[src/rtl/acc_processor_p.sv]
// acc_processor_p: parametrised accumulator processor, two cycles (FETCH, EXEC) per instruction.
// Optional zero flag output Z and JZ opcode are enabled by defining ACC_PROCESSOR_ZFLAG_EN.
module acc_processor_p #(
    parameter int DATA_W = 8,
    parameter int DEPTH  = 16,
    parameter int ADDR_W = $clog2(DEPTH)
) (
    input  logic              clk,
    input  logic              rstn,
    input  logic              pause,
    input  logic              start,
    input  logic [ADDR_W-1:0] mode,
    input  logic              prog_we,
    input  logic [ADDR_W-1:0] prog_addr,
    input  logic [DATA_W+3:0] prog_data,
    output logic              busy,
    output logic              halted,
    output logic              CB,
    output logic [DATA_W-1:0] Output,
    output logic              out_valid
`ifdef ACC_PROCESSOR_ZFLAG_EN
    ,
    output logic              Z
`endif
);

    typedef enum logic [1:0] {
        IDLE,
        FETCH,
        EXEC,
        HALT
    } state_t;

    localparam logic [3:0] OP_LDI  = 4'h1;
    localparam logic [3:0] OP_ADD  = 4'h2;
    localparam logic [3:0] OP_SUB  = 4'h3;
    localparam logic [3:0] OP_AND  = 4'h4;
    localparam logic [3:0] OP_OR   = 4'h5;
    localparam logic [3:0] OP_XOR  = 4'h6;
    localparam logic [3:0] OP_SHL  = 4'h7;
    localparam logic [3:0] OP_SHR  = 4'h8;
    localparam logic [3:0] OP_OUT  = 4'h9;
    localparam logic [3:0] OP_JMP  = 4'hA;
    localparam logic [3:0] OP_JNC  = 4'hB;
    localparam logic [3:0] OP_JC   = 4'hC;
`ifdef ACC_PROCESSOR_ZFLAG_EN
    localparam logic [3:0] OP_JZ   = 4'hD;
`endif
    localparam logic [3:0] OP_HALT = 4'hF;

    state_t              state;
    state_t              next_state;
    logic [ADDR_W-1:0]   pc;
    logic [DATA_W-1:0]   acc;
    logic [DATA_W+3:0]   ir;
    logic [DATA_W+3:0]   mem [DEPTH];

    logic [3:0]          opcode;
    logic [DATA_W-1:0]   operand;
    logic [ADDR_W-1:0]   target;
    logic [DATA_W:0]     sum;
    logic [DATA_W-1:0]   acc_next;
    logic                cb_next;
    logic                take_jump;
    logic                idle_like;
    logic                accept;

    assign opcode    = ir[DATA_W+3:DATA_W];
    assign operand   = ir[DATA_W-1:0];
    assign target    = operand[ADDR_W-1:0];
    assign sum       = {1'b0, acc} + {1'b0, operand};
    assign idle_like = (state == IDLE) || (state == HALT);
    assign accept    = idle_like && start;

`ifdef ACC_PROCESSOR_ZFLAG_EN
    logic acc_wr;
    assign acc_wr = (opcode >= OP_LDI) && (opcode <= OP_SHR);
`endif

    // The program RAM is only writable while the core is not executing.
    always_ff @(posedge clk) begin
        if (prog_we && idle_like) begin
            mem[prog_addr] <= prog_data;
        end
    end

    always_ff @(posedge clk or negedge rstn) begin
        if (!rstn) begin
            state <= IDLE;
        end else begin
            state <= next_state;
        end
    end

    // Pause holds FETCH/EXEC in place; IDLE and HALT only react to start.
    always_comb begin
        next_state = state;
        busy       = 1'b0;
        halted     = 1'b0;
        case (state)
            IDLE: begin
                if (start) next_state = FETCH;
            end
            FETCH: begin
                busy = 1'b1;
                if (!pause) next_state = EXEC;
            end
            EXEC: begin
                busy = 1'b1;
                if (!pause) next_state = (opcode == OP_HALT) ? HALT : FETCH;
            end
            HALT: begin
                halted = 1'b1;
                if (start) next_state = FETCH;
            end
            default: next_state = IDLE;
        endcase
    end

    always_comb begin
        acc_next  = acc;
        cb_next   = CB;
        take_jump = 1'b0;
        case (opcode)
            OP_LDI: begin
                acc_next = operand;
                cb_next  = 1'b0;
            end
            OP_ADD: {cb_next, acc_next} = sum;
            OP_SUB: begin
                acc_next = acc - operand;
                cb_next  = (operand > acc);
            end
            OP_AND: acc_next = acc & operand;
            OP_OR:  acc_next = acc | operand;
            OP_XOR: acc_next = acc ^ operand;
            OP_SHL: begin
                cb_next  = acc[DATA_W-1];
                acc_next = {acc[DATA_W-2:0], 1'b0};
            end
            OP_SHR: begin
                cb_next  = acc[0];
                acc_next = {1'b0, acc[DATA_W-1:1]};
            end
            OP_JMP: take_jump = 1'b1;
            OP_JNC: take_jump = !CB;
            OP_JC:  take_jump = CB;
`ifdef ACC_PROCESSOR_ZFLAG_EN
            OP_JZ:  take_jump = Z;
`endif
            default: ;
        endcase
    end

    // PC wraps naturally because DEPTH is a power of two.
    always_ff @(posedge clk or negedge rstn) begin
        if (!rstn) begin
            pc        <= '0;
            acc       <= '0;
            ir        <= '0;
            CB        <= 1'b0;
            Output    <= '0;
            out_valid <= 1'b0;
`ifdef ACC_PROCESSOR_ZFLAG_EN
            Z         <= 1'b0;
`endif
        end else begin
            out_valid <= 1'b0;
            if (accept) begin
                pc <= mode;
            end else if (!pause && state == FETCH) begin
                ir <= mem[pc];
            end else if (!pause && state == EXEC) begin
                acc <= acc_next;
                CB  <= cb_next;
`ifdef ACC_PROCESSOR_ZFLAG_EN
                if (acc_wr) Z <= (acc_next == '0);
`endif
                if (opcode == OP_OUT) begin
                    Output    <= acc;
                    out_valid <= 1'b1;
                end
                if (opcode != OP_HALT) begin
                    pc <= take_jump ? target : pc + 1'b1;
                end
            end
        end
    end

endmodule
[config.mk]
export PLATFORM = sky130hd
export DESIGN_NAME = acc_processor_p
export DESIGN_NICKNAME = d
export VERILOG_FILES = /design/src/rtl/acc_processor_p.sv
export SDC_FILE = /design/constraint.sdc
export NUM_CORES = 1
export LEC_CHECK = 0
export CAP_MARGIN = 0
export CORE_MARGIN = 2
export CORE_UTILIZATION = 31
export CTS_BUF_LIST = sky130_fd_sc_hd__clkbuf_8
export DETAILED_ROUTE_END_ITERATION = 8
export GPL_ROUTABILITY_DRIVEN = 0
export PLACE_DENSITY_LB_ADDON = 0.08
export SETUP_SLACK_MARGIN = 0.5
export SLEW_MARGIN = 5
export SYNTH_ARGS = -nofsm -noshare
export SYNTH_HDL_FRONTEND = slang
export SYNTH_SLANG_ARGS = --single-unit
[constraint.sdc]
create_clock -name clk -period 2.9 [get_ports clk]
set_clock_uncertainty 0.15 [all_clocks]
set_input_delay 0.58 -clock clk [delete_from_list [all_inputs] [get_ports clk]]
set_output_delay 0.58 -clock clk [all_outputs]
set_load 0.01 [all_outputs]
After elaboration in Yosys (flattened, before gate mapping)
Memory sizes are Yosys's and may differ from the RTL's. A register that Yosys moved wholly into a read port is not among the register bits.
Cells that the tools add are included.
{"block": "classes", "n_addsub": 3, "n_lt_le_gt_ge": 1, "eq_ne": 21, "n_mux": 21, "bitwise": 5, "n_reduce_logical": 21}
{"cell": "$pmux 8 s8", "n": 1}
{"cell": "$eq 4x4->1 const B", "n": 6}
{"cell": "$mux 4", "n": 5}
{"cell": "$eq 4x3->1 const B", "n": 4}
{"cell": "$reduce_and 4->1", "n": 3}
{"cell": "$add 8x8->9", "n": 1}
{"cell": "$and 8x8->8", "n": 1}
{"cell": "$eq 4x2->1 const B", "n": 2}
{"cell": "$gt 8x8->1", "n": 1}
{"cell": "$mux 1", "n": 8}
{"cell": "$mux 2", "n": 4}
{"cell": "$or 8x8->8", "n": 1}
{"cell": "$reduce_bool 8->1", "n": 1}
{"cell": "$sub 8x8->8", "n": 1}
{"cell": "$xor 8x8->8", "n": 1}
{"cell": "$ne 2x2->1 const B", "n": 3}
{"cell": "$pmux 2 s3", "n": 1}
{"cell": "$reduce_and 3->1", "n": 2}
{"cell": "$pmux 1 s5", "n": 1}
{"cell": "$reduce_bool 5->1", "n": 1}
{"cell": "$add 4x1->4 const B", "n": 1}
{"cell": "$eq 2x2->1 const B", "n": 2}
{"cell": "$eq 4x1->1 const B", "n": 1}
{"cell": "$logic_and 1x1->1", "n": 4}
{"cell": "other kinds (11)", "n": 16}
{"block": "word_totals", "register_bits": 24, "ramBits": 192, "output_inout_bits": 12, "word_cells": 79, "memories": 1}
{"memory": "mem", "depth": 16, "width": 12, "read_ports": 1, "rd_ports_with_merged_regs": 1, "wr": 1, "line": "56", "source": "logic [DATA_W+3:0] mem [DEPTH];"}

Logic depth before layout (Yosys ltp)
{"block": "logic_depth", "depth_word": 7, "mapped_depth": 10, "ltp_nobuf": 10}

Least setup slack after synthesis
No wires, ideal clock.
{"block": "synth_path", "path_kind": "register to register", "start": "reg state[0]", "end": "mem mem[0][0] in the netlist's numbering, enable pin", "setup_time_ns": 0.396, "arrival_ns": 2.075, "t_required_ns": 2.354, "path_slack_ns": 0.279, "stages_incl_launch_ff": 6, "n_path_buf": 0, "cell_sequence": "dfrtp_1 > inv_1 > ha_1 > nand2_1 > or3_1 > nor3_1"}
{"block": "synth_via", "elab_chain_len": 5, "elab_cells_between_ends": 6, "cone_classes": "eq/ne: 1; mux: 2; reduce/logical: 3"}
{"item": "start, declared", "line": "51", "source": "state_t state;"}
{"item": "start signal, assigned", "line": "91", "source": "state <= next_state;"}
{"item": "$eq 2x2->1 or $logic_not 2->1 (tied branches)", "line": "72", "source": "assign idle_like = (state == IDLE) || (state == HALT);"}
{"item": "$logic_or 1x1->1 *", "line": "72"}
{"item": "$logic_and 1x1->1 *", "line": "82", "source": "if (prog_we && idle_like) begin"}
{"item": "$mux 1 *", "line": "82"}
{"item": "$mux 1 (implied by the code) *", "line": "83", "source": "mem[prog_addr] <= prog_data;"}
{"item": "end, declared", "line": "56"}
Mark *: on every way between the ends. The rest lies on a longest branch, timed or not.

Worst setup path after layout
{"block": "layout_path", "start": "reg acc[0]", "end": "reg acc[2]"}
{"block": "layout_via", "elab_chain_len": 2, "elab_cells_between_ends": 3, "cone_classes": "add/sub: 2; mux: 1"}
{"item": "start, declared", "line": "54", "source": "logic [DATA_W-1:0] acc;"}
{"item": "start signal, assigned", "line": "174", "source": "acc <= acc_next;"}
{"item": "$sub 8x8->8 or $add 8x8->9 (tied branches)", "line": "131, 71"}
{"item": "$pmux 8 s8 *", "line": "124", "source": "case (opcode)"}
Marks and branches as above.
A chain may end at the register's enable or synchronous reset.

==> flow_metrics.tcl <==
set metrics [dict create \
    grt-ovfl-total 0 \
    clk_pin_slew_ns 0.07 \
    grt_pass1_wl_um 39200 \
    synth-seq-cells 228 \
    synthTopCellsByArea "edfxtp_1 (56%), mux4_2 (14%), dfrtp_1 (8.7%)" \
    r2r_end "acc[2]$_DFFE_PN0P_" \
    finalCriticalPeriod_ns 2.41 \
    dp_slack_ns 0.0521 \
    p_sw_share_pct 35.3 \
    synth.top_cell.area_share_pct 55.9 \
    cts_buffers 41 \
    coreArea_um2 32600 \
    final_nets 807 \
    hold_start "Output[5]$_DFFE_PN0P_" \
    async_reset_ff_share_pct 15.8 \
    period_share_pct 83.2 \
    synthesis.instances 636 \
    final_common_cell "edfxtp_1" \
    syn_to_final_growth_pct 22.3 \
    ys.flop_type "edfxtp_1" \
    grt_max_degree 29 \
    switchingPower_mw 4.35 \
    fin_tns_setup_ns 0 \
    max_freq_mhz 415 \
    reg2reg_setup_slack_ns 0.49 \
    clockBufferDepth 3 \
    combinationalPowerShare_pct 42.4 \
    initial_core_util_pct 31.6 \
    max_cap_violations 0 \
    hold_viol 0 \
    power_mw 12.3 \
    slew_viol_final 0 \
    yosysUniqueCellTypes 54 \
    p_int_mw 7.96 \
    drive_gt1_share_pct 30.0 \
    die_h_um 186 \
    crit_family "multiplexers" \
    slowest_stage "mux4_2" \
    dp_hpwl_um 17000 \
    layout_common_cells "edfxtp_1 (192), mux4_2 (62), buf_4 (56)" \
    p_clk_share_pct 23.4 \
    setup_slack_ns 0.488 \
    num_io_pins 37 \
    peakVddDrop_mv 0.309 \
    critPathKind "reg -> reg" \
    die-area_um2 34700 \
    worst-path-buf-inv 2 \
    antenna_cells 0 \
    cp_max_fo 4 \
    core.rowCount 66 \
    syn_area_um2 10300 \
    synth-seq-area-share_pct 64.7 \
    hold_class "reg -> reg" \
    hold_ws_ns 0.330 \
    finalSetupViolCount 0 \
    synth_edf_count 192 \
    fp.dieW_um 186 \
    cts-root-buf "clkbuf_8" \
    crit_required_ns 3.20 \
    drcViolationCount 0 \
    grt_pass1_vias 6460 \
    cts_tree "built" \
    startpoint "acc[0]$_DFFE_PN0P_" \
    insertion_delay_ns 0.54 \
    cts.sinks 228 \
    drt-vias-per-instance 4.94 \
    antenna_found_initial 0 \
    pwr-share-seq_pct 34.2 \
    synth_top_area_cell "edfxtp_1" \
    cts_max_level 2 \
    grt_use_total_pct 14.9 \
    status "completed" \
    start_kind "register" \
    holdPathEnd "Output[5]$_DFFE_PN0P_" \
    slew_headroom_pct 56.6 \
    dr.pass1.iters 5 \
    avgSynthCellArea_um2 16.2 \
    crit_path_end_kind "register" \
    worst-slew-pin-transition_ns 0.650 \
    whs_path_depth 2 \
    synth_nets 692 \
    portBuffers 36 \
    drt-initial-drc-count 438 \
    p_leak_nw 4.49 \
    wl_per_cell_um 21.4 \
    drt_wl_total_um 26300 \
    rsz0062_at_grt "true" \
    r2r_start "acc[0]$_DFFE_PN0P_" \
    critical_path.max_stage_delay_ns 0.52 \
    crit_chain "ha_2, inv_2, fa_2, buf_4, mux2i_1, xnor2_1, mux4_2, o311ai_1" \
    arrival_ns 2.71 \
    p_per_area_nw_per_um2 977 \
    ant_nets 0 \
    vias 6053 \
    nFillCells 3044 \
    r2r.worst_path.cells 8 \
    yosysWarningCount 0 \
]
final cells by class:
cell class                      count  area (um^2)  share of cell area [%]
Clock buffer                       43          592                    4.70
Clock inverter                     32          191                    1.52
Inverter                           37          139                    1.10
Multi-Input combinational cell    338         3430                    27.2
Sequential cell                   228         6680                    53.0
Tap cell                          442          553                    4.39
Timing Repair Buffer              105         1010                    8.04
cell families after synthesis:
family,synth area share (%)
DFF,64.7
AOI/OAI and AO/OA,6.68
and+or+nand+nor,4.99
muxes,16.1
buffers and inverters,3.10
adders and majority gates,3.91
xor gates and xnor gates,0.595
cell usage after synthesis, types with 6 or more instances:
library cell / instances
a21oi_1: 24
o21ai_1: 6
o22ai_1: 6
mux4_2: 62
inv_1: 37
mux2i_1: 9
ha_1: 29
nand2b_1: 8
clkbuf_1: 17
nand2_1: 36
dfrtp_1: 36
edfxtp_1: 192
xnor2_1: 6
nor2_1: 26
buf_2: 9
o21ai_0: 25
mux2_2: 15
nor3_1: 11
power groups by stage:
stage,Clock (mW),Sequential [mW],Combinational [mW]
after floorplan,0,4.07,3.37
after global placement,0,4.24,4.75
after global routing,3.14,4.25,5.69
after detailed placement,0,4.25,4.77
final,2.88,4.20,5.22
after CTS,2.99,4.19,5.02
how the worst max path moves through the flow:
stage / slack [ns] / endpoint / cells after the start
after CTS: 0.36 / busy / 4
after floorplan: 0.51 / acc[6]$_DFFE_PN0P_ / 10
after global placement: 0.07 / Output[0]$_DFFE_PN0P_ / 6
after detailed placement: 0.05 / Output[2]$_DFFE_PN0P_ / 6
final: 0.49 / acc[2]$_DFFE_PN0P_ / 8
after global routing: 0.39 / acc[6]$_DFFE_PN0P_ / 9
per-layer routing:
metal	vias up	share of wire, %	global-route usage, %
li1	2737	-	-
met3	56	3.8	2.69
met2	133	50	25.6
met1	3127	43	18.8
met5	-	0	0
met4	0	3.1	5.91
registers in the layout, indices dropped and copies added, names as in the netlist:
| signal | count |
|---|---|
| CB | 1 |
| acc | 8 |
| out_valid | 1 |
| pc | 4 |
| mem | 192 |
| ir | 12 |
| state | 2 |
| Output | 8 |
stage by stage:
stage	instance area, um^2	utilization (%)	std cells
global placement	11500	35.2	1131
detailed placement	11500	35.2	1131
global route	12600	38.6	1225
floorplan	10300	-	636
CTS	12400	38.0	1215
finish	12600	38.6	1225
worst reg2reg max path, cell delays in order, from the launching register on:
cell and delay (ns):
dfrtp_1 0.41, ha_2 0.21, inv_2 0.04, fa_2 0.36, buf_4 0.15, mux2i_1 0.16, xnor2_1 0.09, mux4_2 0.52
o311ai_1 0.24
timing repair:
| action | 4_1_cts | 5_1_grt |
|---|---|---|
| cloned | 1 | 4 |
| hold endpoints to repair | 22 | 0 |
| endpoints found under the setup margin | 17 | 25 |
| hold buffers | 1 | 0 |
| buffers inserted | 7 | 6 |
| pin swaps | 8 | 9 |
| gates resized for setup | 25 | 23 |
No activity file was read; power rests on OpenSTA's default activity.
